**src/rtl/calculator_pkg.sv**
```systemverilog
// Shared types and sizing constants for the calculator datapath blocks.
package calculator_pkg;

    localparam int DIV_DATA_W = 32;
    localparam int DIV_CNT_W  = $clog2(DIV_DATA_W) + 1;

    typedef enum logic [1:0] {
        DIV_IDLE = 2'd0,
        DIV_BUSY = 2'd1,
        DIV_DONE = 2'd2
    } div_state_e;

endpackage

```
**src/rtl/full_adder.sv**
```systemverilog
// Single-bit full adder, the building cell of the ripple subtractor.
module full_adder (
    input  logic a_i,
    input  logic b_i,
    input  logic ci_i,
    output logic s_o,
    output logic co_o
);

    assign s_o  = a_i ^ b_i ^ ci_i;
    assign co_o = (a_i & b_i) | (ci_i & (a_i ^ b_i));

endmodule

```
**src/rtl/subtractor32.sv**
```systemverilog
// Ripple-borrow subtractor: diff = a - b computed as a + ~b + 1.
// borrow_o is set when b > a (unsigned), i.e. the final carry is clear.
module subtractor32
    import calculator_pkg::*;
#(
    parameter int DATA_W = DIV_DATA_W
) (
    input  logic [DATA_W-1:0] a_i,
    input  logic [DATA_W-1:0] b_i,
    output logic [DATA_W-1:0] diff_o,
    output logic              borrow_o
);

    logic [DATA_W:0] carry_s;

    assign carry_s[0] = 1'b1;

    for (genvar i = 0; i < DATA_W; i++) begin : g_fa
        full_adder u_fa (
            .a_i  (a_i[i]),
            .b_i  (~b_i[i]),
            .ci_i (carry_s[i]),
            .s_o  (diff_o[i]),
            .co_o (carry_s[i+1])
        );
    end

    assign borrow_o = ~carry_s[DATA_W];

endmodule

```
**src/rtl/divider32_seq.sv**
```systemverilog
// Multi-cycle unsigned restoring divider, one quotient bit per clock.
// A zero divisor short-circuits straight to DONE with all-ones quotient
// and the dividend as remainder, flagged by div_by_zero_o.
module divider32_seq
    import calculator_pkg::*;
#(
    parameter int DATA_W = DIV_DATA_W,
    parameter int CNT_W  = DIV_CNT_W
) (
    input  logic              clk_i,
    input  logic              rst_i,
    input  logic              req_valid_i,
    output logic              req_ready_o,
    input  logic [DATA_W-1:0] dividend_i,
    input  logic [DATA_W-1:0] divisor_i,
    output logic              resp_valid_o,
    input  logic              resp_ready_i,
    output logic [DATA_W-1:0] quotient_o,
    output logic [DATA_W-1:0] remainder_o,
    output logic              div_by_zero_o
);

    div_state_e        state_r;
    logic [DATA_W-1:0] quot_r;
    logic [DATA_W-1:0] rem_r;
    logic [DATA_W-1:0] div_r;
    logic [CNT_W-1:0]  cnt_r;
    logic              req_ready_r;
    logic              resp_valid_r;
    logic [DATA_W-1:0] quotient_r;
    logic [DATA_W-1:0] remainder_r;
    logic              dbz_r;

    logic              carry_s;
    logic [DATA_W-1:0] rem_sh_s;
    logic [DATA_W-1:0] trial_s;
    logic              borrow_s;
    logic [DATA_W-1:0] rem_next_s;
    logic [DATA_W-1:0] quot_next_s;

    // Trial subtraction of the divisor from the shifted partial remainder.
    subtractor32 #(.DATA_W(DATA_W)) u_sub (
        .a_i      (rem_sh_s),
        .b_i      (div_r),
        .diff_o   (trial_s),
        .borrow_o (borrow_s)
    );

    // One restoring step: shift in the next dividend bit, keep the trial
    // result when it fits (the shifted-out carry means it always fits).
    always_comb begin
        {carry_s, rem_sh_s} = {rem_r, quot_r[DATA_W-1]};
        if (carry_s || !borrow_s) begin
            rem_next_s  = trial_s;
            quot_next_s = {quot_r[DATA_W-2:0], 1'b1};
        end else begin
            rem_next_s  = rem_sh_s;
            quot_next_s = {quot_r[DATA_W-2:0], 1'b0};
        end
    end

    // Control FSM with iteration datapath and registered handshake/result outputs.
    always_ff @(posedge clk_i) begin
        if (rst_i) begin
            state_r      <= DIV_IDLE;
            req_ready_r  <= 1'b1;
            resp_valid_r <= 1'b0;
            quotient_r   <= {DATA_W{1'b0}};
            remainder_r  <= {DATA_W{1'b0}};
            dbz_r        <= 1'b0;
            cnt_r        <= {CNT_W{1'b0}};
            quot_r       <= {DATA_W{1'b0}};
            rem_r        <= {DATA_W{1'b0}};
            div_r        <= {DATA_W{1'b0}};
        end else begin
            case (state_r)
                DIV_IDLE: begin
                    if (req_valid_i && req_ready_r) begin
                        div_r       <= divisor_i;
                        quot_r      <= dividend_i;
                        rem_r       <= {DATA_W{1'b0}};
                        cnt_r       <= {CNT_W{1'b0}};
                        req_ready_r <= 1'b0;
                        if (divisor_i == {DATA_W{1'b0}}) begin
                            state_r      <= DIV_DONE;
                            resp_valid_r <= 1'b1;
                            quotient_r   <= {DATA_W{1'b1}};
                            remainder_r  <= dividend_i;
                            dbz_r        <= 1'b1;
                        end else begin
                            state_r <= DIV_BUSY;
                        end
                    end
                end
                DIV_BUSY: begin
                    quot_r <= quot_next_s;
                    rem_r  <= rem_next_s;
                    cnt_r  <= cnt_r + CNT_W'(1);
                    if (cnt_r == CNT_W'(DATA_W - 1)) begin
                        state_r      <= DIV_DONE;
                        resp_valid_r <= 1'b1;
                        quotient_r   <= quot_next_s;
                        remainder_r  <= rem_next_s;
                        dbz_r        <= 1'b0;
                    end
                end
                DIV_DONE: begin
                    // Returning to IDLE here means the next accept is a cycle later.
                    if (resp_valid_r && resp_ready_i) begin
                        state_r      <= DIV_IDLE;
                        resp_valid_r <= 1'b0;
                        req_ready_r  <= 1'b1;
                    end
                end
                default: begin
                    state_r      <= DIV_IDLE;
                    resp_valid_r <= 1'b0;
                    req_ready_r  <= 1'b1;
                end
            endcase
        end
    end

    assign req_ready_o   = req_ready_r;
    assign resp_valid_o  = resp_valid_r;
    assign quotient_o    = quotient_r;
    assign remainder_o   = remainder_r;
    assign div_by_zero_o = dbz_r;

endmodule

```
**config.mk**
```make
export PLATFORM = sky130hd
export DESIGN_NAME = divider32_seq
export DESIGN_NICKNAME = d
export VERILOG_FILES = /design/src/rtl/calculator_pkg.sv /design/src/rtl/full_adder.sv /design/src/rtl/subtractor32.sv /design/src/rtl/divider32_seq.sv
export SDC_FILE = /design/constraint.sdc
export NUM_CORES = 1
export LEC_CHECK = 0
export CORE_AREA = 4 4 121 123
export CTS_BUF_LIST = sky130_fd_sc_hd__clkbuf_8
export DETAILED_ROUTE_END_ITERATION = 10
export DIE_AREA = 0 0 125 127
export PLACE_DENSITY = 0.86
export SLEW_MARGIN = 20
export SYNTH_ARGS = -nofsm -noshare
export SYNTH_HDL_FRONTEND = slang
export SYNTH_HIERARCHICAL = 1
export SYNTH_SLANG_ARGS = --single-unit
```
**constraint.sdc**
```tcl
create_clock -name clk_i -period 20.5 [get_ports clk_i]
set_input_delay 2.05 -clock clk_i [delete_from_list [all_inputs] [get_ports clk_i]]
set_output_delay 2.05 -clock clk_i [all_outputs]
set_load 0.01 [all_outputs]
```
==> results of run 1 <==
[final cells by class]
| cell class | count | area [sq um] | share of cell area [%] |
|---|---|---|---|
| repair buffers | 141 | 1391 | 14.54 |
| flip-flops and latches | 171 | 3423 | 35.77 |
| well taps | 180 | 225.2 | 2.353 |
| clock inverters | 9 | 147.6 | 1.543 |
| inverters | 37 | 138.9 | 1.451 |
| clock buffers | 20 | 275.3 | 2.876 |
| multi-input cells | 613 | 3969 | 41.47 |
[state kept, by name, summed over array words and instances, names as in the netlist]
signal and flops:
div_r 32, quot_r 32, quotient_o 32, rem_r 32, remainder_o 32, cnt_r 6, state_r 2, div_by_zero_o 1
req_ready_o 1, resp_valid_o 1
[cells in the mapped netlist]
cell	n
mux2_2	2
a311oi_1	28
a21oi_1	76
and2b_1	1
o21ai_0	10
nand2b_1	2
o211a_1	1
nand3_4	1
o221a_1	26
buf_6	4
dfxtp_1	171
fa_1	32
nor2b_1	1
conb_1	1
mux2i_1	31
o2111ai_1	31
buf_4	4
o22ai_1	1
nand3b_1	1
a31oi_4	1
a211oi_1	7
nor2_4	1
inv_1	37
nand4_1	2
a31oi_1	31
buf_2	21
o21ai_1	26
a32o_1	1
o21a_2	1
nand4bb_1	1
and3_1	1
nor4_1	13
buf_1	9
a22oi_1	2
nand2_1	160
nor2_1	113
nand3_1	6
nor4bb_1	1
clkbuf_1	45
ha_1	1
[through the flow]
step	instances	total power (W)
2_1_floorplan	904	0.0007174
3_3_place_gp	1142	0.0008113
3_5_place_dp	1142	0.0008230
4_1_cts	1171	0.001081
5_1_grt	1171	0.001155
6_report	1171	0.001084
[cells by family after synthesis]
logic type,count (synthesis)
adder cells (fa/ha/maj),33
flip-flops,171
multiplexers,33
buffers and inverters,120
other,1
AO/OA/AOI/OAI,242
AND/OR/NAND/NOR,304
[power by group through the flow]
stage	Combinational, W	Clock [W]	Sequential [W]
detailed placement	0.000419	0	0.000404
CTS	0.000426	0.000258	0.000397
global placement	0.000409	0	0.000403
floorplan	0.000317	0	0.000401
global route	0.000480	0.000273	0.000403
finish	0.000431	0.000257	0.000397
[layer usage]
| layer | vias to the layer above | global-route usage, % | wire (microns) |
|---|---|---|---|
| li1 | 3315 | - | - |
| met1 | 3304 | 36.63 | 9222 |
| met2 | 260 | 36.89 | 8851 |
| met3 | 31 | 5.059 | 1370 |
| met4 | 0 | 7.717 | 342 |
| met5 | - | 0 | 0 |
[path summary, 6_finish.rpt]
path,from,endpoint,slack [ps],cells after the start
min,div_r[31]$_SDFFE_PP0P_,div_r[31]$_SDFFE_PP0P_,460,2
max reg2reg,div_r[0]$_SDFFE_PP0P_,remainder_o[23]$_SDFFE_PP0P_,5830,39
min reg2reg,div_r[31]$_SDFFE_PP0P_,div_r[31]$_SDFFE_PP0P_,460,2
max,div_r[0]$_SDFFE_PP0P_,remainder_o[23]$_SDFFE_PP0P_,5830,39
[worst register-to-register path: cells and delay by family, from the launching register on]
kind	cells	cell delay [ps]
adders and majority gates	32	12600
AOI/OAI and AO/OA	2	230
buffers and inverters	2	160
and+or+nand+nor	2	700
muxes	1	470
DFF	1	340
==> flow_summary.toml, run 1 <==
[synthesis]
avgSynthCellArea_sq_um = 8.696
synth_top_cell_by_area = "dfxtp_1"
ys_seq_elements = 171
yosys-top-cells-area = "dfxtp_1 (44%), fa_1 (8.1%), nand2_1 (7.6%)"
synth_top_area_share_pct = 43.55
synth_compound_gate_area_share_pct = 21.47
yosysSeqAreaShare_pct = 43.55
yosys_warnings = 6
synth_xor_xnor_area_share_pct = 0
syn_nets = 1005
synth_top_family_by_area = "compound AO/OA/AOI/OAI gates"
syn_inst = 904
synthMuxAreaShare_pct = 4.234
synthSimpleGateAreaFrac_pct = 15.76
synth_cell_types = 40
synthAdderAreaFrac_pct = 8.308
syn_area_sq_um = 7861

[sta]
max_freq_mhz = 68.15
grt_setup_unrepaired = "false"
hold_viol = 0
worst_pin_slew_ps = 1066
setup_violations = 0
clock_skew_ps = 12.56
period_needed_ps = 14670
fin_crit_sh_pct = 71.57
hold_slack_ps = 456.9
relSlewSlack_pct = 28.92
setup_ws_ps = 5827
maxSlewViolCount = 0
final.setup.tns_ps = 0

[worst_hold_path]
hold_class = "reg -> reg"

[final_layout]
final_common_cell = "dfxtp_1"
final_area_sq_um = 9570
layout_common_cells = "dfxtp_1 (171), nand2_1 (160), clkdlybuf4s50_1 (133), nor2_1 (113), a21oi_1 (76)"
fill_cells = 1086
final_core_util_pct = 70.03
nets = 1082
drive_above_1_share_pct = 4.743
syn_to_final_growth_pct = 21.74
n_antenna_cell = 0

[place]
post-place-ws_ps = 6008
place_congestion = 0.8513
place_area_sq_um = 9148
dp_hpwl_microns = 13090
port_buffers = 134

[floorplan]
pin_count = 135
die_x_microns = 125
fp.dieArea_sq_um = 15880
core_area_sq_um = 13670
initial_core_util_pct = 57.53
die_h_microns = 127
rows = 43

[grt]
grt_pass1_wl_microns = 32600
grt.total_usage_pct = 24.81
grt-ovfl-total = 0
antenna_found_initial = 0
grt_pass1_vias = 6316
grt_max_degree = 88

[clock_tree]
cts_buffers = 17
post_cts_resized = 0
clk_latency_ps = 450
clk_path_buf_depth = 2
cts_tree = "done"
clock-root-buffer = "clkbuf_8"
clkTransAtPathRegs_ps = 80
cts_hold_buffers = 0
htree_num_levels = 4
postCtsSetupRepairBufs = 0
cts.sinks = 171

[routing]
wl_per_cell_microns = 16.90
vias = 6910
via_per_inst = 5.901
antenna_left = 0
drt_first_iter_violations = 707
drc = 0
drt_wl_total_microns = 19790
firstDrtPassIters = 5

[setup_path]
start_kind = "register"
slowest_delay_ps = 570
crit_path_end_kind = "register"
critPathSlowestCell = "nand2b_2"
crit_family = "adder cells"
cp_data_required_time_ps = 20810
crit_buf_inv = 2
cpMostUsedCell = "fa_1"
crit_type = "reg -> reg"
cp.arrival_ps = 14980
crit_fanout = 35

[power]
powerDensity_nw_per_um2 = 113.3
p_seq_share_pct = 36.6
clock_power_share_pct = 23.7
combPwrFrac_pct = 39.7
max-vdd-ir-drop_uv = 87.59
p_int_w = 0.0006910
p_sw_w = 0.0003930
switching_share_pct = 36.25
leakage_nw = 3.294

[job]
cap_violations = 0

[outcome]
status = "finished clean"
Note: power is estimated with default switching activity, not from simulation.
==> run 2: changes to the inputs <==
--- a/config.mk
+++ b/config.mk
@@ -5,11 +5,11 @@
 export SDC_FILE = /design/constraint.sdc
 export NUM_CORES = 1
 export LEC_CHECK = 0
-export CORE_AREA = 4 4 121 123
+export CORE_AREA = 4 4 131 133
 export CTS_BUF_LIST = sky130_fd_sc_hd__clkbuf_8
 export DETAILED_ROUTE_END_ITERATION = 10
-export DIE_AREA = 0 0 125 127
-export PLACE_DENSITY = 0.86
+export DIE_AREA = 0 0 135 137
+export PLACE_DENSITY = 0.78
 export SLEW_MARGIN = 20
 export SYNTH_ARGS = -nofsm -noshare
 export SYNTH_HDL_FRONTEND = slang
==> constraint.sdc (replaced) <==
create_clock -name clk_i -period 12.7 [get_ports clk_i]
set_input_delay 1.27 -clock clk_i [delete_from_list [all_inputs] [get_ports clk_i]]
set_output_delay 1.27 -clock clk_i [all_outputs]
set_load 0.01 [all_outputs]
==> run 2 against run 1 <==
The run now ends with setup timing left. Via count grew 1.2%. Hold slack lost 0.67 ps. Register-to-register slack lost 5800 ps. Critical endpoint is now remainder_o[26]$_SDFFE_PP0P_.
==> flow_summary.toml, run 2 (synthesized netlist as in run 1, its figures left out) <==
[grt]
grt_pass1_wl_microns = 33780
grt-ovfl-total = 0
antenna_found_initial = 0
grt.total_usage_pct = 22.49
grt_max_degree = 101
grt_pass1_vias = 6591

[floorplan]
initial_core_util_pct = 49.67
fp.dieArea_sq_um = 18500
pin_count = 135
core_area_sq_um = 15830
die_x_microns = 135
die_h_microns = 137
rows = 46

[clock_tree]
cts_hold_buffers = 0
cts.sinks = 171
clkTransAtPathRegs_ps = 90
clk_latency_ps = 470
clk_path_buf_depth = 2
cts_buffers = 17
clock-root-buffer = "clkbuf_8"
postCtsSetupRepairBufs = 0
cts_tree = "done"
htree_num_levels = 4

[outcome]
violations = "setup timing"
status = "finished, violations left"

[power]
leakage_nw = 3.352
max-vdd-ir-drop_uv = 128.6
powerDensity_nw_per_um2 = 212.3
clock_power_share_pct = 19.0
p_sw_w = 0.0007804
p_int_w = 0.001375
p_seq_share_pct = 30.1
switching_share_pct = 36.20
combPwrFrac_pct = 50.9

[routing]
drt_wl_total_microns = 21020
drt_first_iter_violations = 561
vias = 6996
drc = 0
wl_per_cell_microns = 17.27
antenna_left = 0
via_per_inst = 5.749
firstDrtPassIters = 6

[setup_path]
cpMostUsedCell = "fa_2"
crit_path_end_kind = "register"
crit_type = "reg -> reg"
start_kind = "register"
crit_family = "adder cells"
crit_fanout = 9
reg2regPathDepth = 40
critPathSlowestCell = "fa_2"
path_depth = 40
cp_data_required_time_ps = 13000
slowest_delay_ps = 360
crit_buf_inv = 3
cp.arrival_ps = 13000

[sta]
final.setup.tns_ps = -1.813
grt_setup_unrepaired = "true"
maxSlewViolCount = 0
hold_slack_ps = 456.2
relSlewSlack_pct = 28.84
worst_pin_slew_ps = 1067
max_freq_mhz = 78.73
clock_skew_ps = 10.71
hold_viol = 0
fin_crit_sh_pct = 100.0
period_needed_ps = 12700
setup_violations = 1
setup_ws_ps = -1.813

[final_layout]
drive_above_1_share_pct = 13.39
layout_common_cells = "dfxtp_1 (170), nand2_1 (158), clkdlybuf4s50_1 (133), nor2_1 (112), a21oi_1 (76)"
n_antenna_cell = 0
final_common_cell = "dfxtp_1"
nets = 1090
syn_to_final_growth_pct = 29.21

[worst_hold_path]
hold_depth = 2
hold_class = "reg -> reg"

[job]
cap_violations = 0

[place]
dp_hpwl_microns = 13510
port_buffers = 134
post-place-ws_ps = -503.7
place_congestion = 0.8208
## run 2: changes by cell type in the layout (fill, tap and decap cells not counted), sizes merged
cell | before | now
clkinv | 1 | 3
clkbuf | 20 | 19
buf | 8 | 15
clkinvlp | 2 | 5
inv | 39 | 38
## run 2: worst paths after layout
path / start / endpoint / slack (ps)
min reg2reg: div_r[16]$_SDFFE_PP0P_ / div_r[16]$_SDFFE_PP0P_ / 460
min: div_r[16]$_SDFFE_PP0P_ / div_r[16]$_SDFFE_PP0P_ / 460
max reg2reg: div_r[0]$_SDFFE_PP0P_ / remainder_o[26]$_SDFFE_PP0P_ / -2
max: div_r[0]$_SDFFE_PP0P_ / remainder_o[26]$_SDFFE_PP0P_ / -2
## run 2: area by class of cell
| type | count | area (sq um) |
|---|---|---|
| Clock buffer | 18 | 247.7 |
| Clock inverter | 13 | 176.4 |
| Fill cell | 1315 | 5670 |
| Inverter | 37 | 138.9 |
| Multi-Input combinational cell | 613 | 4390 |
| Sequential cell | 171 | 3425 |
| Tap cell | 216 | 270.3 |
| Timing Repair Buffer | 149 | 1509 |
## run 2: stage by stage
stage,power [W],cell area (sq um),utilization (%),std cells
5_1_grt,0.002276,10160,64.17,1217
3_5_place_dp,0.001378,9298,58.74,1184
4_1_cts,0.001885,9842,62.18,1216
2_1_floorplan,0.001194,7930,-,904
6_report,0.002156,10160,64.17,1217
3_3_place_gp,0.001353,9298,58.74,1184
## run 2: layer usage
metal  share of wire (%)  global-route usage, %  vias to the layer above
met4                 1.1                  5.543                        0
met1                  46                  32.96                     3372
met5                   0                      0                        -
li1                    -                      -                     3346
met2                  46                  33.91                      255
met3                 6.9                  5.000                       23
## run 2: power groups by stage
| stage | logic, W | registers, W | clock network, W |
|---|---|---|---|
| detailed placement | 0.000724 | 0.000653 | 0 |
| global placement | 0.000702 | 0.000651 | 0 |
| finish | 0.00110 | 0.000648 | 0.000410 |
| CTS | 0.000826 | 0.000643 | 0.000416 |
| floorplan | 0.000546 | 0.000648 | 0 |
| global route | 0.00118 | 0.000657 | 0.000442 |
## run 2: worst min-delay path, cell delays in order (launching register included)
cell,delay [ps]
dfxtp_1,320
nand2_1,50
a21oi_1,50
## run 2: timing repair
item,in CTS,in global routing
endpoints found under the setup margin,66,66
resized for setup,28,52
pin swaps,0,14
cloned,1,1
==> edit 1, RTL diff (config.mk and constraints of run 2) <==
`DIV_DATA_W`: 32 -> 16.
--- a/src/rtl/calculator_pkg.sv
+++ b/src/rtl/calculator_pkg.sv
@@ -1,7 +1,7 @@
 // Shared types and sizing constants for the calculator datapath blocks.
 package calculator_pkg;
 
-    localparam int DIV_DATA_W = 32;
+    localparam int DIV_DATA_W = 16;
     localparam int DIV_CNT_W  = $clog2(DIV_DATA_W) + 1;
 
     typedef enum logic [1:0] {
Interface: changed (resized dividend_i, divisor_i, quotient_o and remainder_o); port bits go from 135 to 71. The function was not compared with the original's and may differ.
==> edit 1 against run 2 <==
Worst hold slack gained 0.00053 ns; clock skew up 0.0067 ns; wire length decreased by 48%; final area is 49% lower; synthesized area down 47%; global-route usage decreased by 10 points; setup slack improved by 4.6 ns; total power decreased by 63%; non-clock buffer count fell by 74; sequential cell count shrank 81; highest routed layer unchanged.
==> edit 1: results <==
set metrics [dict create \
    globalRouteMet3Util_pct 4.89 \
    grt.total_usage_pct 12.0 \
    netlist_top_cells_count "dfxtp_1 (90), nor2_1 (88), nand2_1 (55), a21oi_1 (53), inv_1 (21)" \
    critical-path-max-stage-delay_ns 0.59 \
    hold_path_startpoint "div_r[13]$_SDFFE_PP0P_" \
    wl_met2_um 5370 \
    post-dp-hpwl_um 7770 \
    maximum_number_of_pins_on_one_net_before_global_route_repair 91 \
    outcome "complete, no violations" \
    clock_skew_ns 0.0174 \
    numCtsBuffers 9 \
    drt-total-wl_um 11000 \
    h-tree-depth 3 \
    powerComb_uw 244 \
    layout.filler_cells 1618 \
    fraction_of_layout_cells_with_a_size_suffix_above_1_pct 7.39 \
    gp_congestion 0.796 \
    pwr-share-comb_pct 30.6 \
    total_net_switching_power_uw 272 \
    critical_path.reg2reg.startpoint "quot_r[15]$_SDFFE_PP0P_" \
    place_inst 728 \
    first_iter_violations 271 \
    fin_cells 744 \
    port_buffers 70 \
    met2_global_route_usage_pct 19.6 \
    largest_vdd_supply_drop_uv 61.8 \
    drt-vias-per-instance 4.71 \
    synth_fa_ha_area_share_pct 8.34 \
    crit_path_top_delay_cell "nor2_2" \
    post_synthesis_cells 471 \
    synth_xor_xnor_area_share_pct 0 \
    hold_path_class "flop to flop" \
    drt_pre_antenna_iters 4 \
    synthDistinctLibCells 46 \
    critPathMaxFanout 17 \
    placedInstanceArea_mm2 0.00493 \
    grt_pass1_wl_um 17200 \
    synth_seq_area_share_pct 43.5 \
    grt_pass1_vias 3343 \
    nNetsFinal 577 \
    clkPwrFrac_pct 25.4 \
    globalRouteMet1Util_pct 14.5 \
    insertion_delay_ns 0.37 \
    pre_cts_ws_ns 4.34 \
    critPathLaunch "quot_r[15]$_SDFFE_PP0P_" \
    leakage_uw 0.00183 \
    post_cts_repair_resize_count 0 \
]
[edit 1: cell types whose count changed in the layout (fill, tap and decap cells not counted), moves of 30 or more]
| cell | before | now |
|---|---|---|
| nand2_1 | 158 | 55 |
| dfxtp_1 | 170 | 90 |
| clkdlybuf4s50_1 | 133 | 69 |
| fa_2 | 32 | 0 |
| a31oi_1 | 31 | 1 |
[edit 1: final cells by class]
type / count / area [um2] / area share [%]
clock buffer: 11 / 151 / 2.95
clock inverter: 5 / 53.8 / 1.05
inverter: 21 / 78.8 / 1.53
multi-input combinational: 326 / 2050 / 39.9
sequential: 90 / 1800 / 35.1
tap: 216 / 270 / 5.26
timing repair buffer: 75 / 733 / 14.3
[edit 1: worst paths after layout]
path                                 endpoint  slack, ns  depth (start not counted)
hold / removal         div_r[13]$_SDFFE_PP0P_       0.46                          2
setup reg to reg  remainder_o[4]$_SDFFE_PP0P_       4.60                         21
setup / recovery  remainder_o[4]$_SDFFE_PP0P_       4.60                         21
hold reg to reg        div_r[13]$_SDFFE_PP0P_       0.46                          2
==> edit 2, RTL diff (flow settings as in run 2) <==
Made on the original files. Register the inputs `dividend_i` and `divisor_i` before use. The logic sees them one clock later. The other inputs are not delayed to match.
--- a/src/rtl/divider32_seq.sv
+++ b/src/rtl/divider32_seq.sv
@@ -19,6 +19,14 @@
     output logic [DATA_W-1:0] remainder_o,
     output logic              div_by_zero_o
 );
+
+    logic [DATA_W-1:0] dividend_q;
+    logic [DATA_W-1:0] divisor_q;
+
+    always_ff @(posedge clk_i) begin
+        dividend_q <= dividend_i;
+        divisor_q  <= divisor_i;
+    end
 
     div_state_e        state_r;
     logic [DATA_W-1:0] quot_r;
@@ -76,16 +84,16 @@
             case (state_r)
                 DIV_IDLE: begin
                     if (req_valid_i && req_ready_r) begin
-                        div_r       <= divisor_i;
-                        quot_r      <= dividend_i;
+                        div_r       <= divisor_q;
+                        quot_r      <= dividend_q;
                         rem_r       <= {DATA_W{1'b0}};
                         cnt_r       <= {CNT_W{1'b0}};
                         req_ready_r <= 1'b0;
-                        if (divisor_i == {DATA_W{1'b0}}) begin
+                        if (divisor_q == {DATA_W{1'b0}}) begin
                             state_r      <= DIV_DONE;
                             resp_valid_r <= 1'b1;
                             quotient_r   <= {DATA_W{1'b1}};
-                            remainder_r  <= dividend_i;
+                            remainder_r  <= dividend_q;
                             dbz_r        <= 1'b1;
                         end else begin
                             state_r <= DIV_BUSY;
Check against the original RTL: not equivalent (Yosys sat finds a counterexample within 4 cycles, from zero or initial values and one cycle with rst_i high).
==> edit 2 against run 2 <==
The flow still finishes with violations (negative setup slack); wire length rose by 16%; final area increased by 23%; synthesized cell count grew 11%; non-clock buffer count up 21; global-route usage grew 3.2 points; total power rose by 76%; sequential cell count grew 64; clock power grew 58%; synthesized area rose by 27%; setup slack got worse by 0.12 ns; sequential power grew 40%; largest cell class unchanged; largest power group unchanged; highest routed layer unchanged.
==> edit 2: results <==
set metrics [dict create \
    outcome "finished with violations" \
    failing_checks "negative setup slack" \
    post-dp-hpwl_um 14800 \
    path_delay_family "adder cells" \
    path_clk_slew_ns 0.06 \
    ys_top_cells_by_area "dfxtp_1 (47%), fa_1 (6.4%), nor2_1 (4.9%)" \
    grt_pass1_wl_um 38600 \
    setup_violations 21 \
    drt_pre_antenna_iters 4 \
    worst_pin_slew_ns 1.10 \
    critical-path-max-stage-delay_ns 0.44 \
    critPathMaxFanout 4 \
    drt-total-wl_um 24300 \
    maximum_buffer_depth_of_the_clock_tree 3 \
    fraction_of_layout_cells_with_a_size_suffix_above_1_pct 19.7 \
    h-tree-depth 2 \
    synthesis.nets 1104 \
    final_critical_path_setup_slack_ns -0.122 \
    worstPathArrival_ns 13.26 \
    leakage_uw 0.00438 \
    maximum_number_of_pins_on_one_net_before_global_route_repair 99 \
    antenna_violating_nets_post_route 0 \
    synth_seq_area_share_pct 46.9 \
    insertion_delay_ns 0.53 \
    port_buffers 134 \
    fin_tns_setup_ns -1.09 \
    first_iter_violations 568 \
    numCtsBuffers 38 \
    drt-vias-per-instance 5.78 \
    largest_vdd_supply_drop_uv 266 \
    power.share.switching_pct 34.1 \
    clock_skew_ns 0.0264 \
    ys_warn_count 6 \
    synthDistinctLibCells 46 \
    hold_path_class "flop to flop" \
    nNetsFinal 1221 \
    grt.total_usage_pct 25.7 \
    gp_congestion 0.828 \
    grt_pass1_vias 7412 \
    crit_path_top_delay_cell "or4_1" \
    netlist_top_cells_count "dfxtp_1 (235), nor2_1 (132), nand2_1 (74), inv_1 (67), nand3_1 (66)" \
    grt_antenna_before_repair 0 \
    layout.filler_cells 1030 \
]
[edit 2: cell count changes after synthesis, sizes merged, moves of 30 or more]
cell / before / now
o221ai: 0 / 62
or4: 0 / 33
inv: 37 / 67
o2111ai: 31 / 0
nand2: 160 / 75
a31oi: 32 / 2
o211ai: 0 / 31
o21a: 1 / 31
dfxtp: 171 / 235
a21oi: 76 / 39
o21ai: 36 / 3
nand3: 7 / 68
[edit 2: area by class of cell]
cell class              count  area, um2  area share, %
clock buffers              52        716           5.71
flip-flops and latches    235       4710           37.6
repair buffers            170       1730           13.8
inverters                  68        255           2.04
clock inverters            12       55.1          0.439
well taps                 216        270           2.16
multi-input cells         607       4800           38.3
[edit 2: worst paths after layout]
check / from / end / cells past startpoint
worst min-delay path: divisor_q[31]$_DFF_P_ / div_r[31]$_SDFFE_PP0P_ / 2
worst max register to register: div_r[0]$_SDFFE_PP0P_ / remainder_o[30]$_SDFFE_PP0P_ / 40
worst max-delay path: div_r[0]$_SDFFE_PP0P_ / remainder_o[30]$_SDFFE_PP0P_ / 40
worst min register to register: divisor_q[31]$_DFF_P_ / div_r[31]$_SDFFE_PP0P_ / 2
[edit 2: what timing repair did]
item                       in CTS  in global routing
gates resized for setup        13                 42
pin swaps                       1                  2
setup buffers                   1                  3
cloned                          2                  0
setup endpoints to repair      64                 63
[edit 2: power groups by stage]
stage | Clock, uW | Combinational (uW) | Sequential (uW)
finish | 647 | 2250 | 905
CTS | 658 | 1740 | 893
floorplan | 0 | 983 | 888
global route | 693 | 2400 | 915
global placement | 0 | 1480 | 905
detailed placement | 0 | 1510 | 907
[edit 2: tightest hold or removal path: cells and delay by family (launching register included)]
family,cells,cell delay (ns)
AOI/OAI and AO/OA,1,0.05
DFF,1,0.31
and+or+nand+nor,1,0.05
[edit 2: cells by family (layout without fill, tap and decap cells)]
logic type,after synthesis,count (layout),synth area share (%)
buf+inv,161,302,8.16
simple gates,330,330,15.5
other cells,1,1,0.0374
compound gates,211,211,19.6
flops,235,235,46.9
mux,32,32,3.20
fa+ha+maj,33,33,6.52
[edit 2: metal layers]
layer / up-vias / track usage (%) / wire [um]
li1: 3795 / - / -
met1: 3744 / 36.8 / 10900
met2: 273 / 40.3 / 11200
met3: 50 / 4.67 / 1610
met4: 0 / 7.11 / 528
met5: - / 0 / 0
[edit 2: through the flow]
step / std cells / hold WS [ns] / cell area, um2 / worst slack, ns
floorplan: 1003 / 0.432 / 10100 / 0.0221
global placement: 1291 / 0.438 / 11400 / -0.250
global route: 1360 / 0.472 / 12500 / -0.315
detailed placement: 1291 / 0.445 / 11400 / -0.333
finish: 1360 / 0.450 / 12500 / -0.122
CTS: 1358 / 0.450 / 12300 / -0.0140
